**src/rtl/conv_psum_acc_if.sv**
```systemverilog
// ---------------------------------------------------------------------------
// conv_psum_acc_if
// Control, product-stream and result-stream signals of the partial-sum
// accumulator, bundled as one interface.
//   master : the driving side (convolution datapath / test environment)
//   slave  : the accumulator itself
// Signals:
//   clear, start, bias_in         window control and bias seed
//   in_valid, in_ready, prod_in   product stream (valid/ready)
//   out_valid, out_ready, out_data result stream (valid/ready)
//   busy, ovf                     status
// ---------------------------------------------------------------------------
interface conv_psum_acc_if #(
    parameter int DATA_W = 32
);
    logic              clear;
    logic              start;
    logic [DATA_W-1:0] bias_in;
    logic              in_valid;
    logic              in_ready;
    logic [DATA_W-1:0] prod_in;
    logic              out_valid;
    logic              out_ready;
    logic [DATA_W-1:0] out_data;
    logic              busy;
    logic              ovf;

    modport master (
        output clear, start, bias_in, in_valid, prod_in, out_ready,
        input  in_ready, out_valid, out_data, busy, ovf
    );

    modport slave (
        input  clear, start, bias_in, in_valid, prod_in, out_ready,
        output in_ready, out_valid, out_data, busy, ovf
    );
endinterface

```
**src/rtl/conv_psum_acc.sv**
```systemverilog
// ---------------------------------------------------------------------------
// conv_psum_acc
// Partial-sum accumulator for one convolution kernel window. A window is
// seeded with bias_in on start, accumulates exactly TERMS signed products
// from the operand mux, then offers the sum on a valid/ready output.
//
// Ports:
//   clk    rising-edge clock
//   rst_n  asynchronous active-low reset
//   bus    conv_psum_acc_if.slave (clear, start, bias_in, in_valid/in_ready/
//          prod_in, out_valid/out_ready/out_data, busy, ovf)
//
// Build option:
//   PSUM_SAT_EN  defined   -> each add saturates, ovf is a sticky window flag
//                undefined -> adds wrap modulo 2^DATA_W, ovf stays 0
//
// State table:
//   IDLE | waiting for start, no handshakes active
//   ACC  | accepting products, in_ready=1
//   OUT  | result held on out_data, out_valid=1
// ---------------------------------------------------------------------------
module conv_psum_acc #(
    parameter int DATA_W = 32,
    parameter int TERMS  = 9,
    parameter int CNT_W  = 8
) (
    input logic           clk,
    input logic           rst_n,
    conv_psum_acc_if.slave bus
);
    localparam logic [1:0] IDLE = 2'd0;
    localparam logic [1:0] ACC  = 2'd1;
    localparam logic [1:0] OUT  = 2'd2;

    localparam logic [CNT_W-1:0] LAST_CNT = CNT_W'(TERMS - 1);

    logic [1:0]        state;
    logic [DATA_W-1:0] acc;
    logic [CNT_W-1:0]  cnt;
    logic [DATA_W-1:0] out_data_q;
    logic              ovf_q;

    logic [DATA_W-1:0] sum_wrap;
    logic [DATA_W-1:0] add_sum;
    logic              add_ovf;

    always_comb begin
        sum_wrap = acc + bus.prod_in;
        add_sum  = sum_wrap;
        add_ovf  = 1'b0;
`ifdef PSUM_SAT_EN
        // Overflow only when both operands share a sign the result lacks.
        if (!acc[DATA_W-1] && !bus.prod_in[DATA_W-1] && sum_wrap[DATA_W-1]) begin
            add_sum = {1'b0, {(DATA_W-1){1'b1}}};
            add_ovf = 1'b1;
        end else if (acc[DATA_W-1] && bus.prod_in[DATA_W-1] && !sum_wrap[DATA_W-1]) begin
            add_sum = {1'b1, {(DATA_W-1){1'b0}}};
            add_ovf = 1'b1;
        end
`endif
    end

    always_ff @(posedge clk or negedge rst_n) begin
        if (!rst_n) begin
            state      <= IDLE;
            acc        <= '0;
            cnt        <= '0;
            out_data_q <= '0;
            ovf_q      <= 1'b0;
        end else if (bus.clear) begin
            // Abort wins in every state; a pending result is dropped.
            state <= IDLE;
            acc   <= '0;
            cnt   <= '0;
        end else begin
            case (state)
                IDLE: begin
                    if (bus.start) begin
                        acc   <= bus.bias_in;
                        cnt   <= '0;
                        ovf_q <= 1'b0;
                        state <= ACC;
                    end
                end
                ACC: begin
                    if (bus.in_valid) begin
                        acc <= add_sum;
                        cnt <= cnt + 1'b1;
                        if (add_ovf) ovf_q <= 1'b1;
                        if (cnt == LAST_CNT) begin
                            out_data_q <= add_sum;
                            state      <= OUT;
                        end
                    end
                end
                OUT: begin
                    if (bus.out_ready) state <= IDLE;
                end
                default: state <= IDLE;
            endcase
        end
    end

    // Handshake and status outputs decode from state only.
    assign bus.in_ready  = (state == ACC);
    assign bus.out_valid = (state == OUT);
    assign bus.busy      = (state != IDLE);
    assign bus.out_data  = out_data_q;
    assign bus.ovf       = ovf_q;
endmodule

```
**src/flat_wrapper.sv**
```systemverilog
// flat-port wrapper written by rule: the top's interface ports become plain ports
module conv_psum_acc_flat 
#(
    parameter int DATA_W = 32,
    parameter int TERMS  = 9,
    parameter int CNT_W  = 8
)
  (clk, rst_n, bus_clear, bus_start, bus_bias_in, bus_in_valid, bus_prod_in, bus_out_ready, bus_in_ready, bus_out_valid, bus_out_data, bus_busy, bus_ovf);
  conv_psum_acc_if #(.DATA_W(DATA_W)) bus_i ();
  input logic clk;
  input logic rst_n;
  input wire logic [$bits(bus_i.clear)-1:0] bus_clear;
  input wire logic [$bits(bus_i.start)-1:0] bus_start;
  input wire logic [$bits(bus_i.bias_in)-1:0] bus_bias_in;
  input wire logic [$bits(bus_i.in_valid)-1:0] bus_in_valid;
  input wire logic [$bits(bus_i.prod_in)-1:0] bus_prod_in;
  input wire logic [$bits(bus_i.out_ready)-1:0] bus_out_ready;
  output wire logic [$bits(bus_i.in_ready)-1:0] bus_in_ready;
  output wire logic [$bits(bus_i.out_valid)-1:0] bus_out_valid;
  output wire logic [$bits(bus_i.out_data)-1:0] bus_out_data;
  output wire logic [$bits(bus_i.busy)-1:0] bus_busy;
  output wire logic [$bits(bus_i.ovf)-1:0] bus_ovf;
  assign bus_i.clear = bus_clear;
  assign bus_i.start = bus_start;
  assign bus_i.bias_in = bus_bias_in;
  assign bus_i.in_valid = bus_in_valid;
  assign bus_i.prod_in = bus_prod_in;
  assign bus_i.out_ready = bus_out_ready;
  assign bus_in_ready = bus_i.in_ready;
  assign bus_out_valid = bus_i.out_valid;
  assign bus_out_data = bus_i.out_data;
  assign bus_busy = bus_i.busy;
  assign bus_ovf = bus_i.ovf;
  conv_psum_acc #(.DATA_W(DATA_W), .TERMS(TERMS), .CNT_W(CNT_W)) u_core (.clk(clk), .rst_n(rst_n), .bus(bus_i));
endmodule
```
**config.mk**
```make
export PLATFORM = sky130hd
export DESIGN_NAME = conv_psum_acc_flat
export DESIGN_NICKNAME = d
export VERILOG_FILES = /design/src/rtl/conv_psum_acc_if.sv /design/src/rtl/conv_psum_acc.sv /design/src/flat_wrapper.sv
export SDC_FILE = /design/constraint.sdc
export NUM_CORES = 1
export LEC_CHECK = 0
export ABC_AREA = 1
export CORE_ASPECT_RATIO = 0.8
export CORE_UTILIZATION = 33
export DETAILED_ROUTE_END_ITERATION = 10
export HOLD_SLACK_MARGIN = 0.15
export MAX_ROUTING_LAYER = met4
export PLACE_DENSITY = 0.65
export SLEW_MARGIN = 15
export SYNTH_ARGS = -nofsm -noshare
export SYNTH_HDL_FRONTEND = slang
export SYNTH_SLANG_ARGS = --single-unit
```
**constraint.sdc**
```tcl
create_clock -name clk -period 4.26 [get_ports clk]
set_input_delay 0.639 -clock clk [delete_from_list [all_inputs] [get_ports clk]]
set_output_delay 0.639 -clock clk [all_outputs]
set_load 0.03 [all_outputs]
```
# ---- Word level (Yosys, flattened, before mapping)
# Cells that the tools add are included.
dict set report classes {
  n_reduce_logical 6
  n_eq_ne 7
  add_sub_neg 2
  n_mux 14
  n_bitwise 1
}
# operator count
set op_table {}
lappend op_table {{$mux W32} 3}
lappend op_table {{$pmux W32 S2} 1}
lappend op_table {{$add A32 B32 Y32} 1}
lappend op_table {{$mux W8} 3}
lappend op_table {{$pmux W8 S2} 1}
lappend op_table {{$mux W2} 5}
lappend op_table {{$ne A3 B3 Y1 const B} 3}
lappend op_table {{$add A8 B1 Y8 const B} 1}
lappend op_table {{$eq A8 B4 Y1 const B} 1}
lappend op_table {{$reduce_and A4 Y1} 2}
lappend op_table {{$pmux W2 S3} 1}
lappend op_table {{$ne A3 B2 Y1 const B} 1}
lappend op_table {{$reduce_and A3 Y1} 1}
lappend op_table {{$reduce_bool A3 Y1} 1}
lappend op_table {{$eq A2 B1 Y1 const B} 1}
lappend op_table {{$eq A2 B2 Y1 const B} 1}
lappend op_table {{$logic_not A2 Y1} 1}
lappend op_table {{$reduce_bool A2 Y1} 1}
lappend op_table {{$not A1 Y1} 1}
dict set report totals {
  register_bits 74
  input_bits 70
  out_inout_bits 36
}

# ---- Longest topological paths before layout
# Gate-level depths: netlist of run 1.
dict set report depth {
  word_depth 5
  ltp_mapped 14
  ltp_nobuf 14
}

# ---- Worst setup path after synthesis of run 1
# OpenSTA, ideal clock, no wires.
dict set report synth_path {
  path_kind {input to register}
  start {in bus_prod_in[0]}
  end {reg u_core.acc[16]}
  path_stages 14
  required_ps 4143
  t_arrival_ps 2087
  setup_slack_ps 2057
  setup_time_ps 117
  path_buffers 0
  path_cell_list {ha_1 inv_1 fa_1 inv_1 nand3_1 nand3_1 nand2_1 nand2_1 nand2_1 nand2_1 xnor2_1 nand2_1 nand2_1 nand2_1}
}
dict set report synth_via {
  elab_chain_cells 4
}
# item line
set synth_rtl {}
lappend synth_rtl {{start, declared} flat_wrapper.sv:16} ;# input wire logic [$bits(bus_i.prod_in)-1:0] bus_prod_in;
lappend synth_rtl {{$add A32 B32 Y32} conv_psum_acc.sv:48} ;# sum_wrap = acc + bus.prod_in;
lappend synth_rtl {{$mux W32} conv_psum_acc.sv:86} ;# if (bus.in_valid) begin
lappend synth_rtl {{$pmux W32 S2} conv_psum_acc.sv:76} ;# case (state)
lappend synth_rtl {{$mux W32} conv_psum_acc.sv:70} ;# end else if (bus.clear) begin
lappend synth_rtl {{end signal, assigned} conv_psum_acc.sv:79} ;# acc <= bus.bias_in;
lappend synth_rtl {{end signal, assigned} conv_psum_acc.sv:87} ;# acc <= add_sum;
lappend synth_rtl {{end, declared} conv_psum_acc.sv:38} ;# logic [DATA_W-1:0] acc;
# No other way between the ends. The select of a mux whose other input is x is not followed.
# A chain may end at the register's enable or synchronous reset.

# ---- Worst setup path in the final report of run 1
dict set report layout_path {
  start {reg u_core.state[0]}
  end {out bus_in_ready}
}
dict set report layout_via {
  elab_chain_cells 1
}
# item line
set layout_rtl {}
lappend layout_rtl {{start, declared} conv_psum_acc.sv:37} ;# logic [1:0] state;
lappend layout_rtl {{start signal, assigned} conv_psum_acc.sv:65} ;# state <= IDLE;
lappend layout_rtl {{start signal, assigned} conv_psum_acc.sv:72} ;# state <= IDLE;
lappend layout_rtl {{start signal, assigned} conv_psum_acc.sv:82} ;# state <= ACC;
lappend layout_rtl {{$eq A2 B1 Y1} conv_psum_acc.sv:105} ;# assign bus.in_ready = (state == ACC);
lappend layout_rtl {{end, declared} flat_wrapper.sv:18} ;# output wire logic [$bits(bus_i.in_ready)-1:0] bus_in_ready;
# No other way between the ends.

==> results of run 1 <==
-- cells in the mapped netlist --
master,instances,area (µm²)
buf_1,1,3.750
inv_2,4,15.01
a21oi_1,22,110.1
o21a_1,2,15.01
o21bai_1,2,15.01
ha_1,33,412.9
dfrtp_1,74,1852
nand3_1,49,245.2
nand3_2,1,10.01
o21ai_1,1,5.000
nand2_1,414,1554
o22ai_1,1,6.260
a21o_1,1,7.510
nand2_2,3,18.77
nor4_1,3,18.77
a31o_2,1,8.760
or2_1,1,6.260
nor2_4,1,11.26
xor2_1,7,61.31
nor3_1,5,25.02
inv_1,142,533.0
o31ai_2,2,25.02
and2_1,1,6.260
buf_2,11,55.05
buf_6,3,33.78
clkbuf_1,4,15.01
o21ai_0,19,95.09
buf_4,1,7.510
o31ai_1,6,45.04
nor2_2,4,25.02
xnor2_1,9,78.83
nor2_1,110,412.9
nand4_1,3,18.77
conb_1,1,3.750
nor3_4,1,16.27
fa_1,1,20.02
clkbuf_2,1,5.000
-- through the flow --
stage	std cells	utilization, %
after floorplan	945	-
after global placement	1252	41.66
after detailed placement	1252	41.66
after CTS	1268	43.51
after global routing	1268	43.51
final	1268	43.51
-- routing by layer --
metal / track usage, % / vias to the layer above / routed length (µm)
met4: 5.808 / 0 / 223
li1: - / 3070 / -
met1: 30.74 / 2551 / 9163
met2: 29.02 / 143 / 6687
met5: - / - / 0
met3: 4.226 / 17 / 994
-- area by class of cell --
cell class                      instances  area (µm²)
Tap cell                              220       275.3
Multi-Input combinational cell        704        3283
Sequential cell                        74        1852
Timing Repair Buffer                  108        1069
Clock inverter                          6       73.82
Inverter                              146       548.0
Clock buffer                           10       239.0
Fill cell                            1780        9529
-- kinds of logic after synthesis --
family                   after synthesis
other                                  1
XOR/XNOR                              16
AND/OR/NAND/NOR                      596
flip-flops                            74
adder cells (fa/ha/maj)               34
AO/OA/AOI/OAI                         57
buffers and inverters                167
-- state kept, by name (all words and copies together), names as in the netlist --
register	flops
u_core.acc	32
u_core.bus.out_data	32
u_core.cnt	8
u_core.state	2
-- final timing paths --
| kind | startpoint | endpoint | depth (start not counted) |
|---|---|---|---|
| setup reg to reg | u_core.acc[0] | u_core.acc[28] | 13 |
| hold / removal | rst_n | u_core.bus.out_data[21] | 1 |
| max in group asynchronous | rst_n | u_core.acc[5] | 1 |
| hold reg to reg | u_core.bus.out_data[12] | u_core.bus.out_data[12] | 2 |
| min in group clk | u_core.bus.out_data[12] | u_core.bus.out_data[12] | 2 |
| setup / recovery | u_core.state[0] | bus_in_ready | 4 |
-- power by group through the flow --
stage               registers [W]  logic (W)  clock network, W
floorplan                0.000935    0.00173                 0
global placement         0.000961    0.00233                 0
detailed placement       0.000960    0.00234                 0
CTS                      0.000951    0.00235          0.000827
global route             0.000967    0.00269          0.000855
finish                   0.000953    0.00236          0.000810
==> flow_summary.json, run 1 <==
{
  "comb_power_share_pct": 57.2,
  "synth_compound_area_share_pct": 5.740,
  "die-area_um2": 18110,
  "min_period_ns": 2.633,
  "layout_common_cells": "nand2_1, inv_1, nor2_1",
  "cts-resized-gates": 0,
  "grt_setup_unrepaired": "false",
  "num_antenna_cells": 0,
  "cts_setup_buffers": 0,
  "first_pass_iters": 5,
  "cts-buffers-inserted": 9,
  "cts.clk_slew.worst_paths_ns": 0.06,
  "ys_warn_count": 0,
  "worstSetupPathType": "flip-flop to primary output",
  "clkSinkCount": 74,
  "syn_inst": 945,
  "netlist_area_um2": 5798,
  "relSlewSlack_pct": 35.47,
  "synth-simple-area-share_pct": 40.85,
  "synthDistinctLibCells": 37,
  "post_drt_wl_per_cell_um": 13.46,
  "setup_viol": 0,
  "path_cells": "inv_2, nor2_4, buf_4, clkdlybuf4s50_1",
  "drtIter0Drc": 365,
  "synth_xor_xnor_area_share_pct": 2.417,
  "core_um2": 16870,
  "dp_hpwl_um": 13230,
  "dieWidth_um": 150.2,
  "cp_slowest_cell": "clkdlybuf4s50_1",
  "critPathRequiredTime_ns": 3.62,
  "slew_violations": 0,
  "clk_path_buf_depth": 2,
  "port_buffers": 104,
  "grt_max_degree": 75,
  "grt_pass1_wl_um": 28120,
  "ir_drop_mv": 0.2578,
  "hold_viol": 0,
  "finalPower_w": 0.004121,
  "hold_path_class": "input pin to asynchronous set/reset pin",
  "fin_tns_setup_ns": 0,
  "root_buffer": "clkbuf_16",
  "synth_top_family_by_area": "simple AND/OR/NAND/NOR gates",
  "power_frac_clock_pct": 19.7,
  "crit_fanout": 33,
  "synthAdderAreaFrac_pct": 7.467,
  "synth_seq_area_share_pct": 31.94,
  "timing.reg2reg.setup_slack_ns": 2.06,
  "syn_to_final_growth_pct": 26.59,
  "final_common_cell": "nand2_1",
  "vias_per_cell": 4.559,
  "start_util_pct": 34.37,
  "maxCapViolCount": 0,
  "num_vias": 5781,
  "die_h_um": 120.6,
  "final_area_um2": 7340,
  "fin_ws_ns": 1.627,
  "antenna_left": 0,
  "run_status": "finished clean",
  "gr-usage-all-layers_pct": 21.02,
  "antenna_found_initial": 0,
  "syn_avg_cell_area_um2": 6.136,
  "synth-seq-cells": 74,
  "cts_max_level": 3,
  "clk_latency_ns": 0.35,
  "syn_nets": 1049,
  "worst-path-buf-inv": 3,
  "p_int_w": 0.002131,
  "min_period_over_period_pct": 61.82,
  "worstSetupEndpointType": "primary output",
  "swShare_pct": 48.28,
  "fin_nets": 1147,
  "rows": 42,
  "critPathLaunchType": "flip-flop",
  "skew_ns": 0.005665,
  "hold_slack_ns": 0.4339,
  "place_congestion": 0.8975,
  "placed_area_um2": 7027,
  "p_seq_share_pct": 23.1,
  "crit_family": "buffers and inverters",
  "first_global_vias": 5478,
  "cp.arrival_ns": 1.99,
  "cts_hold_buffers": 0,
  "powerDensity_nw_per_um2": 561.5,
  "overflow": 0,
  "pre_cts_slack_ns": 1.357,
  "layout-drive-gt1-share_pct": 3.626,
  "p_switching_w": 0.001990,
  "cts_tree": "yes",
  "fmax_mhz": 379.7,
  "worst_pin_slew_ns": 0.9680,
  "max_stage_delay_ns": 0.74,
  "io_pins": 106,
  "muxShareOfSynthArea_pct": 0,
  "drc": 0,
  "wl_um": 17070,
  "p_leak_nw": 4.079
}
(Power assumes the default switching activity.)
==> inputs of run 2 (changes only) <==
==> constraint.sdc (replaced) <==
create_clock -name clk -period 2.7 [get_ports clk]
set_input_delay 0.405 -clock clk [delete_from_list [all_inputs] [get_ports clk]]
set_output_delay 0.405 -clock clk [all_outputs]
set_load 0.03 [all_outputs]
==> run 2 against run 1 <==
  * Clock-buffer cell count increased by 1
  * Cell count increased by 0.79%
  * Global-route usage increased by 0.42 points
  * Flip-flop and latch count unchanged
  * Critical path depth increased by 10
  * Sequential power increased by 58%
  * Hold slack improved by 0.037 ns
  * Die area unchanged
  * Non-clock buffer count increased by 10
  * Final area increased by 0.80%
  * Power increased by 58%
==> flow_summary.json, run 2 (synthesis gave the netlist of run 1 again) <==
{
  "io_pins": 106,
  "hold_viol": 0,
  "hold_path_class": "flip-flop to flip-flop",
  "place_inst": 1261,
  "clkSinkCount": 74,
  "gr-usage-all-layers_pct": 21.44,
  "die_h_um": 120.6,
  "first_pass_iters": 6,
  "drtIter0Drc": 489,
  "wl_um": 17640,
  "final_common_cell": "nand2_1",
  "worstSetupEndpointType": "flip-flop",
  "placed_area_um2": 7107,
  "num_antenna_cells": 0,
  "cts_max_level": 3,
  "layout-drive-gt1-share_pct": 4.348,
  "min_period_over_period_pct": 85.17,
  "antenna_found_initial": 0,
  "cpMostUsedCell": "nand3_1",
  "drc": 0,
  "dieWidth_um": 150.2,
  "place_congestion": 0.9005,
  "dp_hpwl_um": 13710,
  "p_switching_w": 0.003177,
  "crit_fanout": 3,
  "antenna_left": 0,
  "setup_viol": 0,
  "fmax_mhz": 434.9,
  "overflow": 0,
  "power_frac_clock_pct": 18.1,
  "cts_setup_buffers": 0,
  "fin_nets": 1157,
  "relSlewSlack_pct": 51.88,
  "p_seq_share_pct": 23.2,
  "cts-buffers-inserted": 9,
  "comb_power_share_pct": 58.7,
  "ir_drop_mv": 0.3974,
  "powerDensity_nw_per_um2": 877.4,
  "clk_path_buf_depth": 2,
  "grt_pass1_wl_um": 28650,
  "grt_max_degree": 46,
  "core_um2": 16870,
  "vias_per_cell": 4.592,
  "first_global_vias": 5586,
  "start_util_pct": 34.37,
  "slew_violations": 0,
  "die-area_um2": 18110,
  "maxCapViolCount": 0,
  "critPathLaunchType": "input pin",
  "cts-resized-gates": 0,
  "utilization_pct": 43.86,
  "swShare_pct": 48.94,
  "worstSetupPathType": "input pin to flip-flop",
  "finalPower_w": 0.006491,
  "cp.arrival_ns": 2.55,
  "num_vias": 5868,
  "rows": 42,
  "run_status": "finished clean",
  "cp_slowest_cell": "clkdlybuf4s50_1",
  "p_int_w": 0.003314,
  "fin_cells": 1278,
  "cts.clk_slew.worst_paths_ns": 0.06,
  "min_period_ns": 2.300,
  "post_drt_wl_per_cell_um": 13.80,
  "fin_tns_setup_ns": 0,
  "port_buffers": 104,
  "grt_setup_unrepaired": "false",
  "layout_common_cells": "nand2_1, inv_1, nor2_1",
  "skew_ns": 0.009858,
  "path_cells": "clkdlybuf4s50_1, ha_1, inv_1, fa_1, inv_1, nand3_1, nand3_1, nand2_1, nand3_1, nand2_1, nand3_1, nand3_1, nand2_1, nand2_1",
  "worst_pin_slew_ns": 0.7207,
  "syn_to_final_growth_pct": 27.60,
  "root_buffer": "clkbuf_16",
  "cts_hold_buffers": 1,
  "cts_tree": "yes",
  "p_leak_nw": 4.115,
  "final_area_um2": 7398,
  "critPathRequiredTime_ns": 2.95,
  "max_stage_delay_ns": 0.46,
  "clk_latency_ns": 0.36
}
-- run 2: cell type report --
class	count	area, µm²
Clock buffer	11	242.7
Clock inverter	5	38.79
Fill cell	1740	9470
Inverter	146	548.0
Multi-Input combinational cell	704	3283
Sequential cell	74	1852
Tap cell	220	275.3
Timing Repair Buffer	118	1159
-- run 2: worst max-delay path, delay by kind of cell --
family	cells	cell delay [ns]
adder cells (fa/ha/maj)	2	0.56
buffers and inverters	3	0.63
AND/OR/NAND/NOR	9	0.93
-- run 2: final timing paths --
kind	slack, ns	start	end	cells after the start
setup / recovery	0.40	bus_prod_in[0]	u_core.acc[28]	14
hold / removal	0.47	u_core.cnt[7]	u_core.cnt[7]	1
setup reg to reg	0.57	u_core.acc[0]	u_core.acc[28]	13
hold reg to reg	0.47	u_core.cnt[7]	u_core.cnt[7]	1
max in group asynchronous	1.54	rst_n	u_core.cnt[6]	3
min in group asynchronous	0.55	rst_n	u_core.bus.out_data[24]	2
-- run 2: power groups by stage --
stage | Sequential (W) | Clock, W | Combinational, W
after floorplan | 0.00147 | 0 | 0.00274
after global routing | 0.00153 | 0.00124 | 0.00436
final | 0.00151 | 0.00117 | 0.00381
after global placement | 0.00152 | 0 | 0.00376
after CTS | 0.00150 | 0.00119 | 0.00380
after detailed placement | 0.00152 | 0 | 0.00377
-- run 2: per-layer routing --
metal	vias up	wire length (µm)	GRT usage [%]
met5	-	0	-
li1	3076	-	-
met1	2614	9381	31.19
met3	16	1205	4.717
met4	0	184	5.745
met2	162	6867	29.54
-- run 2: metrics by stage --
| step | hold slack, ns | worst slack, ns |
|---|---|---|
| floorplan | 0.1094 | 0.7309 |
| global placement | 0.3732 | 0.07531 |
| detailed placement | 0.3796 | 0.05023 |
| CTS | 0.4724 | 0.4209 |
| global route | 0.4961 | 0.2023 |
| finish | 0.4710 | 0.4004 |
